**src/rtl/saturn_bus_sequencer.sv**
```systemverilog
// Saturn nibble-bus sequencer: queues command/data nibbles from the control unit,
// drives them on the 4-phase bus cycle, and performs idle reads with a one-clock strobe.
//
// mode   | meaning
// IDLE   | no bus transfer in this 4-phase cycle
// WRITE  | a queued entry was driven at P0
// READ   | idle read started at P0, nibble captured at P1
module saturn_bus_sequencer #(
    parameter int PROG_DEPTH_LOG2 = 5,
    parameter int NIBBLE_W        = 4
) (
    input  logic                       i_clk,
    input  logic                       i_reset,
    input  logic                       i_clk_en,
    input  logic                       i_stall,
    input  logic [3:0]                 i_phases,
    input  logic                       i_prog_valid,
    input  logic [NIBBLE_W:0]          i_prog_data,
    output logic                       o_prog_ready,
    input  logic                       i_no_read,
    output logic                       o_bus_clk_en,
    output logic                       o_bus_is_data,
    output logic [NIBBLE_W-1:0]        o_bus_nibble_out,
    input  logic [NIBBLE_W-1:0]        i_bus_nibble_in,
    output logic [NIBBLE_W-1:0]        o_read_nibble,
    output logic                       o_read_valid,
    output logic                       o_busy,
    output logic [PROG_DEPTH_LOG2:0]   o_fifo_level,
    output logic                       o_error
);

    localparam int DEPTH = 2 ** PROG_DEPTH_LOG2;
    localparam logic [PROG_DEPTH_LOG2:0] FULL_LEVEL = (PROG_DEPTH_LOG2 + 1)'(DEPTH);

    localparam logic [1:0] MODE_IDLE  = 2'd0;
    localparam logic [1:0] MODE_WRITE = 2'd1;
    localparam logic [1:0] MODE_READ  = 2'd2;

    logic [NIBBLE_W:0]          fifo_mem [DEPTH];
    logic [PROG_DEPTH_LOG2-1:0] wr_ptr;
    logic [PROG_DEPTH_LOG2-1:0] rd_ptr;
    logic [1:0]                 mode;
    logic [NIBBLE_W:0]          head;

    logic en;
    logic phase_ok;
    logic p0, p1, p2, p3;
    logic push, pop;
    logic fifo_empty;

    assign en       = i_clk_en && !i_stall;
    assign phase_ok = (i_phases == 4'b0001) || (i_phases == 4'b0010) ||
                      (i_phases == 4'b0100) || (i_phases == 4'b1000);
    assign p0 = en && (i_phases == 4'b0001);
    assign p1 = en && (i_phases == 4'b0010);
    assign p2 = en && (i_phases == 4'b0100);
    assign p3 = en && (i_phases == 4'b1000);

    assign o_prog_ready = (o_fifo_level != FULL_LEVEL);
    assign fifo_empty   = (o_fifo_level == '0);
    assign push         = i_prog_valid && o_prog_ready;
    // pop looks at the pre-edge level, so a push on the same P0 into an empty queue waits a cycle
    assign pop          = p0 && !fifo_empty;
    assign head         = fifo_mem[rd_ptr];

    always_ff @(posedge i_clk) begin
        if (push) begin
            fifo_mem[wr_ptr] <= i_prog_data;
        end
    end

    always_ff @(posedge i_clk) begin
        if (i_reset) begin
            wr_ptr           <= '0;
            rd_ptr           <= '0;
            o_fifo_level     <= '0;
            mode             <= MODE_IDLE;
            o_bus_clk_en     <= 1'b0;
            o_bus_is_data    <= 1'b0;
            o_bus_nibble_out <= '0;
            o_read_nibble    <= '0;
            o_read_valid     <= 1'b0;
            o_busy           <= 1'b1;
            o_error          <= 1'b0;
        end else begin
            if (push) begin
                wr_ptr <= wr_ptr + 1'b1;
            end
            if (pop) begin
                rd_ptr <= rd_ptr + 1'b1;
            end
            case ({push, pop})
                2'b10:   o_fifo_level <= o_fifo_level + 1'b1;
                2'b01:   o_fifo_level <= o_fifo_level - 1'b1;
                default: o_fifo_level <= o_fifo_level;
            endcase

            o_read_valid <= 1'b0;

            if (en && !phase_ok) begin
                o_error <= 1'b1;
            end

            if (p0) begin
                if (!fifo_empty) begin
                    o_bus_nibble_out <= head[NIBBLE_W-1:0];
                    o_bus_is_data    <= !head[NIBBLE_W];
                    o_bus_clk_en     <= 1'b1;
                    o_busy           <= 1'b1;
                    mode             <= MODE_WRITE;
                end else if (!i_no_read) begin
                    o_bus_is_data <= 1'b1;
                    o_bus_clk_en  <= 1'b1;
                    mode          <= MODE_READ;
                end else begin
                    mode <= MODE_IDLE;
                end
            end

            if (p1) begin
                o_bus_clk_en <= 1'b0;
                if (mode == MODE_READ) begin
                    o_read_nibble <= i_bus_nibble_in;
                end
            end

            if (p2) begin
                // reads issued while a program was still in flight are not reported
                if ((mode == MODE_READ) && !o_busy) begin
                    o_read_valid <= 1'b1;
                end
                if (fifo_empty && !push && o_busy) begin
                    o_busy <= 1'b0;
                end
            end

            if (p3) begin
                mode <= MODE_IDLE;
            end
        end
    end

endmodule

```
**config.mk**
```make
export PLATFORM = sky130hd
export DESIGN_NAME = saturn_bus_sequencer
export DESIGN_NICKNAME = d
export VERILOG_FILES = /design/src/rtl/saturn_bus_sequencer.sv
export SDC_FILE = /design/constraint.sdc
export NUM_CORES = 1
export LEC_CHECK = 0
export CAP_MARGIN = 30
export CORE_MARGIN = 3
export CORE_UTILIZATION = 35
export DETAILED_ROUTE_END_ITERATION = 8
export HOLD_SLACK_MARGIN = 0.15
export SLEW_MARGIN = 40
export SYNTH_ARGS = -nofsm -noshare
export SYNTH_HDL_FRONTEND = slang
export SYNTH_SLANG_ARGS = --single-unit
```
**constraint.sdc**
```tcl
create_clock -name i_clk -period 5.1 [get_ports i_clk]
set_input_delay 1.02 -clock i_clk [delete_from_list [all_inputs] [get_ports i_clk]]
set_output_delay 1.02 -clock i_clk [all_outputs]
set_load 0.02 [all_outputs]
```
; ---- Yosys cells after proc, flatten, opt, wreduce, memory -nomap -nowiden
; Memory sizes are Yosys's and may differ from the RTL's. A register that Yosys moved wholly into a read port is not among the register bits.
; Index checks and enable logic that the tools add are counted.
[classes]
n_addsub = 4
multipliers = 0
div = 0
n_lt_le_gt_ge = 0
n_eq_ne = 9
n_shift = 0
n_mux = 15
n_bitwise = 2
n_reduce_logical = 28
[ops]
columns = cell, n
row1 = $pmux 6 s2, 1
row2 = $logic_and 1x1->1, 11
row3 = $add 5x1->5 const B, 2
row4 = $mux 1, 10
row5 = $mux 5, 2
row6 = $add 6x1->6 const B, 1
row7 = $logic_not 1->1, 6
row8 = $logic_not 6->1, 1
row9 = $ne 6x6->1 const B, 1
row10 = $reduce_and 2->1, 3
row11 = $reduce_or 2->1, 3
row12 = $sub 6x1->6 const B, 1
row13 = $eq 2x2->1 const B, 2
row14 = $eq 4x1->1 const B, 1
row15 = $eq 4x2->1 const B, 1
row16 = $eq 4x3->1 const B, 1
row17 = $eq 4x4->1 const B, 1
row18 = $mux 2, 2
row19 = $logic_or 1x1->1, 3
row20 = $eq 2x1->1 const B, 1
row21 = $ne 2x2->1 const B, 1
row22 = $not 1->1, 2
row23 = $reduce_bool 2->1, 1
[word_totals]
reg_bits = 31
latch_bits = 0
mem_bits_rw = 160
romBits = 0
output_inout_bits = 20
elab_cells = 70
mem_count = 1
[memory_table]
columns = memory, words, word_bits, read_ports, rd_clocked_by_memory_dff, write_ports, line
row1 = fifo_mem, 32, 5, 1, 1, 1, 39  ; logic [NIBBLE_W:0] fifo_mem [DEPTH];

; ---- Logic depth before layout (Yosys ltp)
; Gate-level depths: netlist of the first run.
[depth]
ltp_word = 7
ltp_mapped = 14
depth_no_buf = 11

; ---- Least setup slack after synthesis of the first run
; OpenSTA, ideal clock, no wires.
[synth_timing]
kind = input to register
startpoint = input port i_phases[3]
endpoint = register o_fifo_level[4]
setup_ns = 0.123
t_arrival_ns = 4.104
required_ns = 4.977
slack_ns = 0.873
path_stages = 13
n_path_buf = 3
cell_sequence = or4b_4 > a211oi_4 > buf_6 > buf_2 > ha_1 > clkbuf_1 > xor2_1 > ha_1 > or4_1 > o221a_2 > o221ai_2 > mux2i_1 > mux2_1
[synth_between]
elab_chain_len = 5
word_cells_on_any_way = 7
classes_between = 3 x eq/ne / 1 x mux / 3 x reduce/logical
[synth_lines]
columns = element, line
row1 = from (decl), 16  ; input logic [3:0] i_phases,
row2 = $eq 4x1->1 (*), 54  ; assign p0 = en && (i_phases == 4'b0001);
row3 = $logic_and 1x1->1 (*), 54
row4 = $logic_and 1x1->1 (*), 63  ; assign pop = p0 && !fifo_empty;
row5 = net pop, 48  ; logic push, pop;
row6 = $eq 2x1->1 or $eq 2x2->1 (tied branches), 92  ; case ({push, pop})
row7 = $pmux 6 s2 or $reduce_bool 2->1 (tied branches), --
row8 = to (signal assigned), 93  ; 2'b10: o_fifo_level <= o_fifo_level + 1'b1;
row9 = to (signal assigned), 94  ; 2'b01: o_fifo_level <= o_fifo_level - 1'b1;
row10 = to (signal assigned), 95  ; default: o_fifo_level <= o_fifo_level;
row11 = to (decl), 28  ; output logic [PROG_DEPTH_LOG2:0] o_fifo_level,
; The timed path passes the listed nets; every way through them passes the cells marked *.
; A chain may end at the register's enable or synchronous reset.

; ---- Worst setup path after layout of the first run
[layout_timing]
startpoint = input port i_phases[3]
endpoint = register o_fifo_level[4]
[layout_between]
elab_chain_len = 5
word_cells_on_any_way = 7
classes_between = 3 x eq/ne / 1 x mux / 3 x reduce/logical
[layout_lines]
columns = element, line
row1 = $eq 4x1->1 (*), 54
row2 = $logic_and 1x1->1 (*), 54
row3 = $logic_and 1x1->1 (*), 63
row4 = $eq 2x1->1 or $eq 2x2->1 (tied branches), 92
row5 = $pmux 6 s2 or $reduce_bool 2->1 (tied branches), --
; Mark *: on every way between the ends. The rest lies on a longest branch, timed or not.

==> metrics, run 1 <==
status=completed; top cells by area, synth=edfxtp_1 58%, mux2i_1 9.2%, dfxtp_1 8.7%, nor2_1 3.5%, a22oi_1 2.9%; CTS tree=done; worst hold path startpoint=o_error; Worst R2R Path Depth=11; worst-path cell chain=clkdlybuf4s50_1 > or4b_4 > a211oi_4 > ha_1 > xor2_1 > ha_1 > or4_1 > o221a_2 > o221ai_2 > mux2i_1 > mux2_1; die footprint=0.0254 mm2; Layout Area Growth over Synthesis=15.1%; Total Routing Usage GR=14.2%; max_cap viols=0; Critical Path Fanout Max=13; Routed WL=17800 um; Resize count post-CTS=0; peak supply drop=0.213 mV; Residual DRC=0; NumNets Final=629; multi-input logic area=0.00246 mm2; Yosys Warn Count=0; Final Hold Fails=0; Fin Clk Skew=0.0122 ns; Slew @ Worst Pin=0.788 ns; dpl hpwl=11600 um; FP Rows=55; WHS=0.453 ns; Synth Register Bits=196; area share of the largest cell type after synthesis=58.3%; crit path DAT=4.38 ns; syn nets=597; FILL cells=2096; post-DR vias/cell=5.11; first-pass GRT wire length=27700 um; Final Max Slew Viols=0; cell mode on critical path=ha_1; Synth Instances=571; Worst Hold Depth=2; static leakage=2.96 nW; unrepaired setup endpoints after global routing=false; initial antenna violation count=0; total number of vias=4743; Post-synth EDFFs=160; Syn Std Cell Area=0.00825 mm2; initial DRC count=441; sequential cell area=0.00553 mm2; Main synth FF type=edfxtp_1; initial core utilization=36.0%; Post-CTS Setup Repair Bufs=0; total number of clock tree sinks=196; die height=160 um; Core Region=0.0229 mm2; min-delay worst type=reg -> reg; # IOs=39; placed instance area=0.00888 mm2; CTS H-tree depth=4; FF-to-FF End=o_fifo_level[4]; grt ovf=0; Yosys top cell by area=edfxtp_1; Slowest cell on crit path=or4b_4; hold-fix buffers at CTS=0; WL/cell=19.2 um; kind of critical path=in -> reg; critical path launch point type=primary input; Worst-path clk slew=0.08 ns; Fmax achieved=0.247 GHz; Mean Syn Cell Area=14.4 um2; CTS Buffer Depth=2; Worst Hold Path EP=o_error; number of I/O port buffers=38; total CTS buffers=17; diodes inserted=0; TritonRoute pass-1 iters=6; P per Cell Area=340 mW/mm2; setup TNS=0 ns; CP endpoint kind=flip-flop; Routed Antenna Nets=0; Root Driver=clkbuf_16; Critical Path RT=5.43 ns; largest net degree at the start of global routing=33; final setup fails=0; Slew headroom=47.4%; Distinct cells, synth=56; gpl congestion=0.820; sequential area share after synthesis=67.0%; reg2reg setup slack=1.49 ns; final period utilization=79.4%; clock latency on the worst-skew pair=0.44 ns; RR Startpoint=o_fifo_level[1]; Post-synth ARST share=0%; Final min period=4.05 ns; share of layout cells above drive strength 1=12.7%; crit-path max cell delay=0.60 ns; vias in the first global route=4851; Non-Filler Cell Area, Final=0.00949 mm2; Die W=160 um
-- cells in the mapped netlist, drive strengths merged (2+ instances only) --
master,n
or2,4
edfxtp,160
nand3b,5
mux2i,76
inv,10
a21oi,25
a21boi,2
dfxtp,36
or3,2
xor2,7
ha,7
buf,19
a22oi,32
o221a,3
nand4,4
nand2b,8
nor2b,4
mux2,6
nand2,12
nor4,3
or3b,3
nor2,76
xnor2,2
o31ai,2
o21ai,2
a211oi,6
o21a,2
mux4,6
nand3,9
clkbuf,16
or4,7
-- report_power, final --
group          switching, W  internal (W)
Clock              0.000645      0.000705
Combinational     0.0000792     0.0000461
Sequential        0.0000118       0.00174
-- registers in the layout, indices dropped and copies added, names as in the netlist, named ones only --
name,flops
fifo_mem,160
mode,2
o_bus_clk_en,1
o_bus_is_data,1
o_bus_nibble_out,4
o_busy,1
o_error,1
o_fifo_level,6
o_read_nibble,4
o_read_valid,1
rd_ptr,5
wr_ptr,5
-- area by class of cell --
| type | instances | area share (%) |
|---|---|---|
| flip-flops and latches | 196 | 58.3 |
| multi-input cells | 330 | 25.9 |
| repair buffers | 48 | 4.88 |
| clock buffers | 17 | 4.48 |
| well taps | 313 | 4.13 |
| clock inverters | 15 | 1.92 |
| inverters | 10 | 0.395 |
-- placed cells by master, fill, tap and decap left out, types with 8 or more instances in the layout --
cell type | synthesis | layout
a21oi_1 | 25 | 25
clkdlybuf4s50_1 | 0 | 37
nand2_1 | 12 | 12
edfxtp_1 | 160 | 160
nand3_1 | 9 | 9
buf_4 | 3 | 9
nor2_1 | 76 | 75
nand2b_1 | 8 | 8
mux2i_1 | 76 | 76
dfxtp_1 | 36 | 34
a22oi_1 | 32 | 32
clkbuf_16 | 0 | 17
inv_1 | 10 | 10
-- worst max-delay path: cells and delay by family --
kind,cells,cell delay (ns)
compound gates,3,0.46
xor+xnor,1,0.12
fa+ha+maj,2,0.70
simple gates,2,1.00
mux,2,0.60
buf+inv,1,0.46
-- worst max-delay path by stage --
stage,from,end,slack (ns),cells after the start
after floorplan,i_phases[3],o_fifo_level[4],0.87,13
after global placement,i_phases[3],o_fifo_level[4],0.75,11
after detailed placement,i_phases[3],o_fifo_level[4],0.62,11
after CTS,i_phases[3],o_fifo_level[4],1.08,11
after global routing,i_phases[3],o_fifo_level[4],0.92,11
final,i_phases[3],o_fifo_level[4],1.05,11
-- metrics by stage --
stage / instances / setup slack, ns / total power [W] / utilization (%)
3_3_place_gp: 896 / 0.753 / 0.00191 / 38.7
4_1_cts: 929 / 1.08 / 0.00325 / 41.4
2_1_floorplan: 571 / 0.873 / 0.00185 / -
5_1_grt: 929 / 0.921 / 0.00334 / 41.4
3_5_place_dp: 897 / 0.619 / 0.00191 / 38.7
6_report: 929 / 1.05 / 0.00323 / 41.4
-- kinds of logic after synthesis --
kind of cell,count (synthesis),synth area share (%)
simple gates,142,8.59
fa+ha+maj,7,1.06
xor+xnor,9,0.956
mux,88,11.7
compound gates,84,7.45
buf+inv,45,3.26
flops,196,67.0
-- per-layer routing --
| metal | share of wire, % | global-route usage [%] | vias up |
|---|---|---|---|
| met1 | 44 | 18.5 | 2348 |
| met3 | 5.7 | 3.98 | 21 |
| met2 | 49 | 23.4 | 142 |
| li1 | - | - | 2232 |
| met4 | 1.1 | 3.50 | 0 |
| met5 | 0 | 0 | - |
No activity file was read; power rests on OpenSTA's default activity.
==> run 2, diff against run 1 <==
clock period = 4.2 ns   (was 5.1 ns; I/O delays follow)
==> metrics, run 2 (same netlist as run 1, synthesis figures left out) <==
total number of vias=4827 (+1.8%); total CTS buffers=17 (unchanged); Critical Path RT=4.52 ns (-0.91 ns); Final Hold Fails=0 (unchanged); Final Max Slew Viols=0 (unchanged); Slew headroom=43.0% (-4.4 points); Total Routing Usage GR=14.3% (+0.15 points); initial DRC count=344 (-22%); CTS H-tree depth=4 (unchanged); die height=160 um (unchanged); Top Registers=fifo_mem (160), o_fifo_level (6); Slew @ Worst Pin=0.853 ns (+0.0645 ns); FP Rows=55 (unchanged); Layout Area Growth over Synthesis=14.6%; min-delay worst type=reg -> reg; CTS Buffer Depth=2 (unchanged); Routed WL=17900 um (+0.46%); Fmax achieved=0.267 GHz; static leakage=2.96 nW (about the same); Routed Antenna Nets=0 (unchanged); Critical Path Fanout Max=7 (-6); first-pass GRT wire length=28100 um (+1.5%); kind of critical path=in -> reg; # IOs=39 (unchanged); Die W=160 um (unchanged); max_cap viols=0 (unchanged); clock latency on the worst-skew pair=0.43 ns (about the same); Root Driver=clkbuf_16; CP Buf/Inv Count=1 (unchanged); Worst-path clk slew=0.07 ns (about the same); initial core utilization=36.0% (unchanged); initial antenna violation count=1 (+1); die footprint=0.0254 mm2 (unchanged); gpl congestion=0.772 (-5.8%); Post-CTS Setup Repair Bufs=0 (unchanged); final setup fails=0 (unchanged); CP endpoint kind=flip-flop; crit path DAT=4.06 ns (-0.32 ns); Final WS setup=0.458 ns (-0.592 ns); crit-path max cell delay=0.62 ns (+0.02 ns); status=completed; hold-fix buffers at CTS=0 (unchanged); grt ovf=0 (unchanged); FILL cells=2102 (+0.29%); Core Region=0.0229 mm2 (unchanged); grt met3 use=3.23% (-0.75 points); Fin Clk Skew=0.00738 ns (-0.00478 ns); post-DR vias/cell=5.18 (+1.6%); critical path launch point type=primary input; unrepaired setup endpoints after global routing=false; peak supply drop=0.260 mV (+22%); total number of clock tree sinks=196 (unchanged); Resize count post-CTS=0 (unchanged); WL/cell=19.2 um (+0.24%); commonest non-fill, non-tap cells in the layout=160 x edfxtp_1, 76 x mux2i_1, 75 x nor2_1; Final min period=3.74 ns; met2 usage=23.8% (+0.35 points); GR peak layer=met2; largest net degree at the start of global routing=46 (+39%); cell mode on critical path=ha_1; number of I/O port buffers=38 (unchanged); global routing usage on met1=19.0% (+0.49 points); total power=0.00384 W (+19%); P per Cell Area=406 mW/mm2 (+19%); NumNets Final=631 (+0.32%); CTS tree=done; max reg flops=160 (unchanged); placed instance area=0.00889 mm2 (+0.14%); Place WS=0.0270 ns (-0.592 ns); Non-Filler Cell Area, Final=0.00945 mm2 (-0.40%); vias in the first global route=5000 (+3.1%); diodes inserted=0 (unchanged); dpl hpwl=11600 um (+0.49%); worst-path cell chain=clkdlybuf4s50_1 > or4b_4 > a211oi_4 > ha_1 > xor2_1 > ha_1 > or4_1 > o221a_2 > o221ai_2 > mux2i_1 > mux2_1; share of layout cells above drive strength 1=12.0% (-0.69 points); most common cell after layout, fill and taps aside=edfxtp_1; final period utilization=89.1%; critical path's top delay family=simple AND/OR/NAND/NOR gates; setup TNS=0 ns (unchanged); TritonRoute pass-1 iters=4 (-2); Slowest cell on crit path=or4b_4; Largest Register=fifo_mem; Residual DRC=0 (unchanged)
## run 2: worst paths after layout
path | from | end | slack, ns | cells after the start
hold / removal | o_error | o_error | 0.45 | 2
hold reg to reg | o_error | o_error | 0.45 | 2
setup / recovery | i_phases[3] | o_fifo_level[4] | 0.46 | 11
setup reg to reg | o_fifo_level[1] | o_fifo_level[4] | 0.87 | 11
## run 2: through the flow
stage | utilization, % | cells | hold WS (ns)
floorplan | - | 571 | 0.448
global placement | 38.8 | 899 | 0.438
detailed placement | 38.8 | 899 | 0.450
CTS | 41.2 | 931 | 0.461
global route | 41.3 | 931 | 0.495
finish | 41.3 | 931 | 0.453
## run 2: cell type report
| cell class | instances | area [um2] | share of cell area (%) |
|---|---|---|---|
| flip-flops and latches | 196 | 5530 | 58.5 |
| multi-input cells | 330 | 2460 | 26.0 |
| repair buffers | 50 | 478 | 5.06 |
| clock buffers | 19 | 433 | 4.58 |
| well taps | 313 | 392 | 4.14 |
| clock inverters | 13 | 123 | 1.30 |
| inverters | 10 | 37.5 | 0.397 |
## run 2: routing by layer
metal | vias to the layer above | part of all wire, % | wire, um
met4 | 2 | 1.2 | 219
met2 | 129 | 49 | 8730
li1 | 2238 | - | -
met5 | - | 0.073 | 13
met1 | 2437 | 45 | 8080
met3 | 21 | 4.6 | 829
## run 2: tightest hold or removal path: stages, from the launching register on
cell and delay, ns:
dfxtp_1 0.31, inv_1 0.05, a21oi_1 0.05
## run 2: where the power goes
part / switching, W / leakage [nW] / total, W / internal (W)
registers: 0.0000146 / 1.73 / 0.00213 / 0.00211
logic: 0.0000978 / 0.948 / 0.000155 / 0.0000569
clock network: 0.000724 / 0.276 / 0.00155 / 0.000830
total: 0.000836 / 2.96 / 0.00384 / 0.00300
==> run 3, diff against run 2 <==
SKIP_CTS_REPAIR_TIMING = 1   (was unset)
==> results of run 3 <==
The final DEF is identical to that of run 2; final timing and power are the same.
